`config.mk`:
```
export PLATFORM = sky130hd
export DESIGN_NAME = led_sweep_ctrl
export DESIGN_NICKNAME = d
export VERILOG_FILES = /design/src/rtl/led_sweep_ctrl.sv
export SDC_FILE = /design/constraint.sdc
export NUM_CORES = 1
export LEC_CHECK = 0
export ABC_AREA = 1
export CORE_MARGIN = 2
export CORE_UTILIZATION = 40
export CTS_CLUSTER_DIAMETER = 30
export DETAILED_ROUTE_END_ITERATION = 6
export SETUP_SLACK_MARGIN = 0.1
export SLEW_MARGIN = 10
export SYNTH_ARGS = -nofsm -noshare
export SYNTH_HDL_FRONTEND = slang
export SYNTH_SLANG_ARGS = --single-unit
```
`constraint.sdc`:
```
create_clock -name clk -period 2.05 [get_ports clk]
set_clock_uncertainty 0.05 [all_clocks]
set_input_delay 0.205 -clock clk [delete_from_list [all_inputs] [get_ports clk]]
set_output_delay 0.205 -clock clk [all_outputs]
set_load 0.05 [all_outputs]
```
`src/rtl/led_sweep_ctrl.sv`:
```
`default_nettype none
// ============================================================================
// Module   : led_sweep_ctrl
// Brief    : LED sweep game sequencer (IDLE/RUN/HOLD) feeding a 4-to-16 decoder.
//            Optional macro SWEEP_BOUNCE_EN selects ping-pong sweep instead of wrap.
// Revision : 1.0 - initial release
// ============================================================================
module led_sweep_ctrl #(
    parameter int         TICK_LOW    = 50_000_000,
    parameter int         TICK_NORMAL = 25_000_000,
    parameter int         TICK_HIGH   = 10_000_000,
    parameter int         HOLD_CYCLES = 100_000_000,
    parameter logic [3:0] TARGET      = 4'd7
) (
    input  logic       clk,
    input  logic       rst,
    input  logic       btn_start,
    input  logic       btn_stop,
    input  logic [1:0] mode_sel,
    output logic [3:0] I,
    output logic       start,
    output logic       idle,
    output logic [1:0] mode,
    output logic [3:0] score,
    output logic       hit
);

    localparam int c_tick_w = $clog2(TICK_LOW + 1);
    localparam int c_hold_w = $clog2(HOLD_CYCLES + 1);

    localparam logic [c_tick_w-1:0] c_low_last    = c_tick_w'(TICK_LOW - 1);
    localparam logic [c_tick_w-1:0] c_normal_last = c_tick_w'(TICK_NORMAL - 1);
    localparam logic [c_tick_w-1:0] c_high_last   = c_tick_w'(TICK_HIGH - 1);
    localparam logic [c_hold_w-1:0] c_hold_last   = c_hold_w'(HOLD_CYCLES - 1);

    typedef enum logic [1:0] {
        ST_IDLE = 2'd0,
        ST_RUN  = 2'd1,
        ST_HOLD = 2'd2
    } state_t;

    state_t              r_state, w_state_nxt;
    logic [3:0]          r_i, w_i_nxt;
    logic [1:0]          r_mode, w_mode_nxt;
    logic [3:0]          r_score, w_score_nxt;
    logic                r_hit, w_hit_nxt;
    logic                r_start, r_idle;
    logic [c_tick_w-1:0] r_tick, w_tick_nxt;
    logic [c_hold_w-1:0] r_hold, w_hold_nxt;
    logic [c_tick_w-1:0] w_tick_last;
    logic                w_step;
    logic [3:0]          w_i_step;

    always_comb begin
        case (r_mode)
            2'b10:   w_tick_last = c_normal_last;
            2'b11:   w_tick_last = c_high_last;
            default: w_tick_last = c_low_last;
        endcase
    end

    assign w_step = (r_tick == w_tick_last);

`ifdef SWEEP_BOUNCE_EN
    logic r_dir_up, w_dir_up_nxt, w_dir_up_step;

    // Reversal happens on the step that leaves an endpoint, so each end is shown one period.
    always_comb begin
        w_i_step      = r_i;
        w_dir_up_step = r_dir_up;
        if (r_dir_up) begin
            if (r_i == 4'd15) begin
                w_i_step      = 4'd14;
                w_dir_up_step = 1'b0;
            end else begin
                w_i_step = r_i + 4'd1;
            end
        end else begin
            if (r_i == 4'd0) begin
                w_i_step      = 4'd1;
                w_dir_up_step = 1'b1;
            end else begin
                w_i_step = r_i - 4'd1;
            end
        end
    end
`else
    assign w_i_step = r_i + 4'd1;
`endif

    always_comb begin
        w_state_nxt = r_state;
        w_i_nxt     = r_i;
        w_mode_nxt  = r_mode;
        w_score_nxt = r_score;
        w_hit_nxt   = 1'b0;
        w_tick_nxt  = r_tick;
        w_hold_nxt  = r_hold;
`ifdef SWEEP_BOUNCE_EN
        w_dir_up_nxt = r_dir_up;
`endif
        case (r_state)
            ST_IDLE: begin
                w_mode_nxt = mode_sel;
                if (btn_start && (mode_sel != 2'b00)) begin
                    w_state_nxt = ST_RUN;
                    w_i_nxt     = 4'd0;
                    w_tick_nxt  = '0;
                    w_hold_nxt  = '0;
                    w_score_nxt = 4'd0;
`ifdef SWEEP_BOUNCE_EN
                    w_dir_up_nxt = 1'b1;
`endif
                end
            end
            ST_RUN: begin
                // Abort outranks stop, and stop outranks a coincident step tick.
                if (btn_start) begin
                    w_state_nxt = ST_IDLE;
                    w_i_nxt     = 4'd0;
                    w_tick_nxt  = '0;
                    w_hold_nxt  = '0;
                end else if (btn_stop) begin
                    w_state_nxt = ST_HOLD;
                    w_tick_nxt  = '0;
                    w_hold_nxt  = '0;
                    if (r_i == TARGET) begin
                        w_hit_nxt = 1'b1;
                        if (r_score != 4'hF) begin
                            w_score_nxt = r_score + 4'd1;
                        end
                    end
                end else if (w_step) begin
                    w_tick_nxt = '0;
                    w_i_nxt    = w_i_step;
`ifdef SWEEP_BOUNCE_EN
                    w_dir_up_nxt = w_dir_up_step;
`endif
                end else begin
                    w_tick_nxt = r_tick + c_tick_w'(1);
                end
            end
            ST_HOLD: begin
                if (btn_start) begin
                    w_state_nxt = ST_IDLE;
                    w_i_nxt     = 4'd0;
                    w_tick_nxt  = '0;
                    w_hold_nxt  = '0;
                end else if (r_hold == c_hold_last) begin
                    w_state_nxt = ST_RUN;
                    w_i_nxt     = 4'd0;
                    w_tick_nxt  = '0;
                    w_hold_nxt  = '0;
`ifdef SWEEP_BOUNCE_EN
                    w_dir_up_nxt = 1'b1;
`endif
                end else begin
                    w_hold_nxt = r_hold + c_hold_w'(1);
                end
            end
            default: begin
                w_state_nxt = ST_IDLE;
                w_i_nxt     = 4'd0;
                w_tick_nxt  = '0;
                w_hold_nxt  = '0;
            end
        endcase
    end

    always_ff @(posedge clk or posedge rst) begin
        if (rst) begin
            r_state <= ST_IDLE;
            r_i     <= 4'd0;
            r_mode  <= 2'b00;
            r_score <= 4'd0;
            r_hit   <= 1'b0;
            r_start <= 1'b0;
            r_idle  <= 1'b1;
            r_tick  <= '0;
            r_hold  <= '0;
        end else begin
            r_state <= w_state_nxt;
            r_i     <= w_i_nxt;
            r_mode  <= w_mode_nxt;
            r_score <= w_score_nxt;
            r_hit   <= w_hit_nxt;
            r_start <= (w_state_nxt != ST_IDLE);
            r_idle  <= (w_state_nxt == ST_IDLE);
            r_tick  <= w_tick_nxt;
            r_hold  <= w_hold_nxt;
        end
    end

`ifdef SWEEP_BOUNCE_EN
    always_ff @(posedge clk or posedge rst) begin
        if (rst) begin
            r_dir_up <= 1'b1;
        end else begin
            r_dir_up <= w_dir_up_nxt;
        end
    end
`endif

    assign I     = r_i;
    assign start = r_start;
    assign idle  = r_idle;
    assign mode  = r_mode;
    assign score = r_score;
    assign hit   = r_hit;

endmodule
`default_nettype wire

```
; ---- Yosys cells after proc, flatten, opt, wreduce, memory -nomap -nowiden
; Index checks and enable logic that the tools add are counted.
[op_classes]
n_addsub = 4
muxes = 36
n_reduce_logical = 10
n_eq_ne = 17
[ops]
columns = op, n
row1 = two-way mux 26 bit, 6
row2 = two-way mux 27 bit, 5
row3 = one-hot mux 27 bit (3 select lines), 1
row4 = one-hot mux 26 bit (3 select lines), 1
row5 = one-hot mux 26 bit (2 select lines), 1
row6 = two-way mux 4 bit, 10
row7 = "adder 27 x 1 -> 27 bit, second input constant", 1
row8 = "== test 27 bit, second input constant", 1
row9 = "adder 26 x 1 -> 26 bit, second input constant", 1
row10 = == test 26 bit, 1
row11 = "!= test 3 bit, second input constant", 4
row12 = one-hot mux 4 bit (3 select lines), 1
row13 = two-way mux 2 bit, 5
row14 = "!= test 2 bit, second input constant", 5
row15 = "adder 4 x 1 -> 4 bit, second input constant", 2
row16 = one-hot mux 4 bit (2 select lines), 1
row17 = "== test 2 bit, second input constant", 3
row18 = one-hot mux 2 bit (3 select lines), 1
row19 = AND reduction 6 bit, 1
row20 = nonzero test 2 bit, 3
row21 = "== test 4 x 3 -> 1 bit, second input constant", 1
row22 = logical NOT 2 bit, 2
row23 = two-way mux 1 bit, 4
row24 = "!= test 4 bit, second input constant", 1
row25 = 4 further kinds, 5
[totals]
elab_cells = 76
register_bits = 68
output_inout_bits = 13

; ---- Longest topological paths before layout
; Gate-level depths: netlist (run 1).
[depth]
word_depth = 7
depth_mapped = 13
depth_no_buf = 12

; ---- Least setup slack after synthesis (run 1)
; OpenSTA, ideal clock, no wires.
[synth_timing]
path_kind = register to register
from = reg r_mode[1] (netlist: mode[1])
to = reg r_tick[11]
setup_time_ns = 0.115
t_arrival_ns = 1.826
stages_incl_launch_ff = 11
period_less_slack_ns = 1.990
path_slack_ns = 0.060
path_buffers = 1
path_cell_list = dfrtp_1 > nand2_1 > o21ai_0 > nand2_1 > nor2_1 > nand3_1 > nand2_1 > nand2_4 > clkinv_4 > buf_12 > nor2_2
[synth_between]
elab_chain_len = 7
elab_cells_between_ends = 8
classes_between = eq/ne: 3 / mux: 5
[synth_rtl]
columns = element, line_no
row1 = from (decl), 44  ; logic [1:0] r_mode, w_mode_nxt;
row2 = from (signal assigned), 184  ; r_mode <= w_mode_nxt;
row3 = == test 2 bit, 55  ; case (r_mode)
row4 = one-hot mux 26 bit (2 select lines) *, 55
row5 = == test 26 bit *, 62  ; assign w_step = (r_tick == w_tick_last);
row6 = two-way mux 26 bit *, 133  ; end else if (w_step) begin
row7 = two-way mux 26 bit *, 123  ; end else if (btn_stop) begin
row8 = two-way mux 26 bit *, 118  ; if (btn_start) begin
row9 = one-hot mux 26 bit (3 select lines) *, 102  ; case (r_state)
row10 = to (signal assigned), 189  ; r_tick <= w_tick_nxt;
row11 = to (decl), 48  ; logic [c_tick_w-1:0] r_tick, w_tick_nxt;
; Every way passes the cells marked *; elsewhere a longest branch is shown, timed or not.
; A chain may end at the register's enable or synchronous reset.

; ---- Worst setup path after layout (run 1)
[layout_timing]
from = reg r_i[2] (netlist: I[2])
to = out I[2]
[layout_lines]
columns = element, line_no
row1 = from (decl), 43  ; logic [3:0] r_i, w_i_nxt;
row2 = from (signal assigned), 183  ; r_i <= w_i_nxt;
row3 = to (decl), 20  ; output logic [3:0] I,
; No word-level cell between the ends.

==> impl_metrics.py, run 1 <==
metrics = {
    "synth": {
        "synth_simple_gate_area_share_pct": 40.9,
        "ys.flop_type": "dfrtp_1",
        "yosysWarnings": 0,
        "synth_area_sq_um": 4270,
        "synth_top_family_by_area": "simple AND/OR/NAND/NOR gates",
        "synth_cells": 628,
        "synth_fa_ha_area_share_pct": 1.17,
        "ys_ff_latch": 68,
        "synth-xor-area-share_pct": 1.64,
        "synthesis.nets": 638,
        "synth_area_per_cell_sq_um": 6.80,
        "synth_compound_area_share_pct": 6.80,
        "synth_edf_count": 0,
        "synthDistinctLibCells": 33,
        "synthMuxAreaShare_pct": 0,
        "yosysSeqAreaShare_pct": 39.9,
        "synthArstFlopShare_pct": 100,
    },
    "grt": {
        "antenna_found_initial": 0,
        "grt_pass1_vias": 3814,
        "grt-ovfl-total": 0,
        "grt.total_usage_pct": 19.1,
        "grt_max_degree": 69,
        "grt_pass1_wl_mm": 17.5,
    },
    "worst_hold_path": {
        "hp-class": "in -> async",
    },
    "placed_design": {
        "dpl_cell_area_sq_um": 4750,
        "dp_hpwl_mm": 7.69,
        "portBuffers": 18,
        "gp_congestion": 0.933,
        "placed_cells": 799,
    },
    "setup_path": {
        "endpoint_kind": "output pin",
        "cp-start-kind": "flop",
        "slowest_delay_ns": 0.84,
        "cp_num_buf_inv": 1,
        "crit_family": "buffers and inverters",
        "critPathMaxFanout": 5,
        "worst-path-stages": 1,
        "slowest_stage": "clkdlybuf4s50_1",
        "critPathKind": "reg -> out",
        "cp_data_arrival_time_ns": 1.62,
        "worstPathCellList": "clkdlybuf4s50_1",
        "crit_required_ns": 1.79,
        "worstRegToRegCells": 12,
    },
    "routing": {
        "wl_per_cell_microns": 12.6,
        "ant_nets": 0,
        "drt_iter0_markers": 232,
        "num_vias": 4058,
        "first_pass_iters": 6,
        "via_per_inst": 4.87,
        "drc": 0,
        "routed_wl_mm": 10.5,
    },
    "die": {
        "dieHeight_microns": 107,
        "io-pin-count": 19,
        "core_area_sq_um": 10400,
        "initial_core_util_pct": 41.2,
        "fp.dieW_microns": 107,
        "rows": 37,
        "dieArea_sq_um": 11500,
    },
    "layout": {
        "nFillCells": 1030,
        "final_nets": 702,
        "final_util_pct": 49.7,
        "diodes": 0,
        "area_delta_synth_final_pct": 20.7,
        "layoutNonFillerInstCount": 833,
        "design_area_sq_um": 5150,
        "multi_input_area_sq_um": 2240,
        "ff_latch_area_sq_um": 1710,
        "drive_gt1_share_pct": 18.2,
    },
    "timing": {
        "fin_setup_tns_ns": 0,
        "setup_violations": 0,
        "fin_crit_ns": 1.88,
        "slew_violations": 0,
        "relSlewSlack_pct": 66.2,
        "fin_crit_sh_pct": 91.5,
        "rsz0062_at_grt": "true",
        "tightestPinTransition_ns": 0.506,
        "final_hold_viol_count": 0,
        "fmax_mhz": 533,
    },
    "clock_network": {
        "clk_pin_slew_ns": 0.07,
        "htree_levels": 3,
        "hold_buffers": 0,
        "insertion_delay_ns": 0.35,
        "cts_max_path_buffers": 2,
        "numCtsBuffers": 9,
        "cts_tree": "yes",
        "cts_root_buffer": "clkbuf_8",
        "cts_sinks": 68,
    },
    "power": {
        "p_per_area_nw_per_um2": 603,
        "power_leakage_nw": 2.35,
        "ir_drop_uv": 477,
        "power.total_mw": 3.11,
    },
    "flow_run": {
        "maxCapViolations": 0,
    },
    "outcome": {
        "outcome": "completed",
    },
}
cell families (layout without fill, tap and decap cells):
logic type	count (synthesis)	count (layout)
simple gates	401	401
buf+inv	97	166
flops	68	68
compound gates	50	50
xor+xnor	8	8
fa+ha+maj	4	4
power by group:
| part | total, mW | internal, mW | switching, mW | leakage, nW |
|---|---|---|---|---|
| logic | 0.720 | 0.233 | 0.487 | 1.34 |
| clock network | 0.948 | 0.433 | 0.515 | 0.0791 |
| registers | 1.44 | 1.39 | 0.0524 | 0.933 |
layout by cell type (no fill, tap or decap), drive strengths merged:
cell type      count
clkinv             3
or2                1
xor2               6
o31ai              3
buf               41
clkinvlp           3
clkbuf            11
dlymetal6s2s       2
nor4               4
clkdlybuf4s50     16
inv               90
o211ai             1
a21oi             15
nor3              22
dfrtp             67
nand2            193
nor3b              1
nand4             12
nand3b             1
nor2             119
nand3             48
o21bai             4
ha                 4
a32o               1
o21ai             26
xnor2              2
dfstp              1
state kept, by name, summed over array words and instances (netlist names):
register,count
hit,1
I,4
score,4
r_state,2
idle,1
r_hold,27
mode,2
start,1
r_tick,26
path summary, 6_finish.rpt:
path | from | endpoint | slack (ns)
worst max-delay path | I[2] | I[2] | 0.17
worst min-delay path | rst | r_tick[23] | 0.25
worst max register to register | r_hold[8] | r_tick[16] | 0.18
worst min register to register | r_tick[25] | r_tick[25] | 0.45
max in group asynchronous | rst | idle | 1.38
min in group clk | mode_sel[0] | mode[0] | 0.40
synthesized netlist by cell type (2+ instances only):
| cell | instances | share of area (%) |
|---|---|---|
| nand2_1 | 183 | 16 |
| inv_2 | 7 | 0.62 |
| nor2_1 | 97 | 8.5 |
| nand2_4 | 3 | 0.79 |
| buf_6 | 3 | 0.79 |
| nand2_2 | 7 | 1.0 |
| dfrtp_1 | 67 | 39 |
| o31ai_1 | 3 | 0.53 |
| nor4_1 | 4 | 0.59 |
| o21bai_1 | 4 | 0.70 |
| xor2_1 | 6 | 1.2 |
| inv_1 | 83 | 7.3 |
| nand3_1 | 48 | 5.6 |
| a21oi_1 | 14 | 1.6 |
| o21ai_0 | 14 | 1.6 |
| nand4_1 | 12 | 1.8 |
| nor3_1 | 22 | 2.6 |
| nor2_2 | 20 | 2.9 |
| nor2_4 | 2 | 0.53 |
| o21ai_1 | 11 | 1.3 |
| ha_1 | 4 | 1.2 |
| buf_2 | 2 | 0.23 |
| xnor2_1 | 2 | 0.41 |
layer usage:
metal | vias to the layer above | global-route usage, % | wire length, microns
met2 | 86 | 30.7 | 4860
met5 | - | 0 | 0
met3 | 20 | 4.42 | 462
met1 | 1845 | 25.4 | 4930
met4 | 0 | 6.50 | 218
li1 | 2107 | - | -
per-stage QoR:
step | worst slack, ns | hold WS (ns)
2_1_floorplan | 0.0596 | 0.276
3_3_place_gp | 0.0349 | 0.427
3_5_place_dp | 0.0295 | 0.442
4_1_cts | 0.105 | 0.256
5_1_grt | 0.0476 | 0.297
6_report | 0.174 | 0.246
final cells by class:
class                      count  area share [%]
clock inverter                 5           0.583
tap                          136            3.30
timing repair buffer          59            10.1
inverter                      91            6.84
multi-input combinational    463            43.5
clock buffer                  11            2.55
sequential                    68            33.1
what timing repair did:
item	in CTS	in global routing
setup buffers	1	17
gates resized for setup	3	37
pin swaps	0	22
setup endpoints to repair	19	45
(Power assumes the default switching activity.)
==> inputs of run 2 (changes only) <==
- CORE_ASPECT_RATIO: unset -> 1.5
- RECOVER_POWER: unset -> 100
==> run 2 against run 1 <==
  * Clock power increased by 76%
  * Via count rose by 2.9%
  * Critical endpoint is now idle
  * Critical path type unchanged
  * Critical path depth is the same
  * Count of clock-buffer cells in the layout is 1 lower
  * Total power up 25%
  * Final area grew 3.4%
  * Die area increased by 0.15%
  * Non-clock buffer count is 3 higher
  * Sequential power about the same
  * Largest power group is now clock
==> impl_metrics.py, run 2 (synthesis gave the netlist of run 1 again) <==
metrics = {
    "setup_path": {
        "slowest_delay_ns": 0.87,
        "endpoint_kind": "output pin",
        "crit_family": "buffers and inverters",
        "r2r_start": "r_tick[0]",
        "reg2reg_to": "r_tick[22]",
        "cp_data_arrival_time_ns": 1.71,
        "reg2reg_slack_ns": 0.12,
        "cp_num_buf_inv": 1,
        "crit_required_ns": 1.79,
        "worstPathCellList": "dlygate4sd3_1",
        "critPathKind": "reg -> out",
        "slowest_stage": "dlygate4sd3_1",
        "worstRegToRegCells": 11,
        "worst-path-stages": 1,
        "cp-start-kind": "flop",
        "critPathMaxFanout": 1,
    },
    "placed_design": {
        "dpl_cell_area_sq_um": 4860,
        "placed_cells": 817,
        "dp_hpwl_mm": 8.83,
        "portBuffers": 18,
        "dp_slack_ns": -0.00538,
        "gp_congestion": 0.871,
    },
    "layout": {
        "largest-register": "r_hold",
        "area_delta_synth_final_pct": 24.8,
        "top_regs": "r_hold: 27 flops, r_tick: 26 flops",
        "final_nets": 706,
        "mostFrequentLayoutCell": "nand2_1",
        "layoutNonFillerInstCount": 845,
        "drive_gt1_share_pct": 15.8,
        "design_area_sq_um": 5330,
        "largest_register_ffs": 27,
        "diodes": 0,
        "mostFrequentLayoutCells": "nand2_1 (182), nor2_1 (95), inv_1 (79), dfrtp_1 (66), nand3_1 (46)",
    },
    "timing": {
        "setup_slack_ns": 0.0810,
        "relSlewSlack_pct": 20.9,
        "rsz0062_at_grt": "true",
        "tightestPinTransition_ns": 1.18,
        "final_hold_viol_count": 0,
        "fin_crit_ns": 1.97,
        "slew_violations": 0,
        "fin_setup_tns_ns": 0,
        "fin_crit_sh_pct": 96.0,
        "fmax_mhz": 508,
        "setup_violations": 0,
    },
    "worst_hold_path": {
        "hp-start": "mode_sel[1]",
        "min_to": "mode[1]",
        "hp-class": "in -> reg",
        "hold_path_depth": 3,
    },
    "power": {
        "ir_drop_uv": 503,
        "power_leakage_nw": 2.44,
        "power.total_mw": 3.87,
        "p_per_area_nw_per_um2": 727,
    },
    "die": {
        "core_area_sq_um": 10500,
        "fp.dieW_microns": 88.4,
        "rows": 46,
        "initial_core_util_pct": 40.8,
        "dieHeight_microns": 131,
        "dieArea_sq_um": 11500,
        "io-pin-count": 19,
    },
    "clock_network": {
        "cts_tree": "yes",
        "cts_max_path_buffers": 2,
        "insertion_delay_ns": 0.34,
        "hold_buffers": 0,
        "numCtsBuffers": 9,
        "cts_sinks": 68,
        "clk_pin_slew_ns": 0.06,
        "cts_root_buffer": "clkbuf_16",
        "htree_levels": 3,
    },
    "routing": {
        "via_per_inst": 4.94,
        "routed_wl_mm": 11.8,
        "first_pass_iters": 4,
        "drc": 0,
        "wl_per_cell_microns": 14.0,
        "ant_nets": 0,
        "drt_iter0_markers": 174,
        "num_vias": 4176,
    },
    "grt": {
        "grt_max_degree": 30,
        "grt.total_usage_pct": 21.2,
        "grt_pass1_vias": 4018,
        "grt_pass1_wl_mm": 18.7,
        "antenna_found_initial": 0,
        "grt-ovfl-total": 0,
    },
    "outcome": {
        "outcome": "completed",
    },
    "flow_run": {
        "maxCapViolations": 0,
    },
}
[run 2: routing by layer]
metal	routed length (microns)	vias to the layer above	share of wire, %	GRT usage [%]
met2	6540	71	55	40.6
met1	4570	1958	39	22.1
met3	299	27	2.5	3.71
met5	0	-	0	0
li1	-	2120	-	-
met4	386	0	3.3	8.73
[run 2: how the worst max path moves through the flow]
stage                     start         end  slack, ns
finish                     idle        idle       0.08
global route          r_tick[0]  r_tick[22]       0.02
detailed placement  mode_sel[0]  r_tick[15]     -0.005
global placement    mode_sel[0]  r_tick[15]       0.02
CTS                     mode[0]        I[3]       0.11
floorplan               mode[1]  r_tick[11]       0.06
[run 2: timing repair]
item	in CTS	in global routing
gates resized for setup	3	26
setup buffers	0	10
gates cloned	0	2
pin swaps	1	13
endpoints found under the setup margin	20	47
[run 2: through the flow]
stage          util (%)  hold WS (ns)
6_report           50.9         0.451
5_1_grt            50.9         0.477
4_1_cts            49.5         0.254
3_5_place_dp       46.4         0.445
3_3_place_gp       46.4         0.436
2_1_floorplan         -         0.276
[run 2: cell type report]
| type | instances | area (sq um) |
|---|---|---|
| clock buffer | 10 | 229 |
| inverter | 91 | 355 |
| multi-input combinational | 463 | 2250 |
| fill | 1032 | 5140 |
| sequential | 68 | 1700 |
| clock inverter | 6 | 88.8 |
| timing repair buffer | 62 | 517 |
| timing repair inverter | 1 | 8.76 |
| tap | 144 | 180 |
[run 2: worst reg2reg max path: cells and delay by family, from the launching register on]
family | cells | cell delay, ns
simple gates | 9 | 1.00
buf+inv | 1 | 0.18
flops | 1 | 0.39
fa+ha+maj | 1 | 0.21
[run 2: power by group]
part           switching, mW  leakage (nW)  internal (mW)
clock network          0.605         0.149           1.06
registers             0.0498         0.935           1.39
logic                  0.524          1.36          0.239
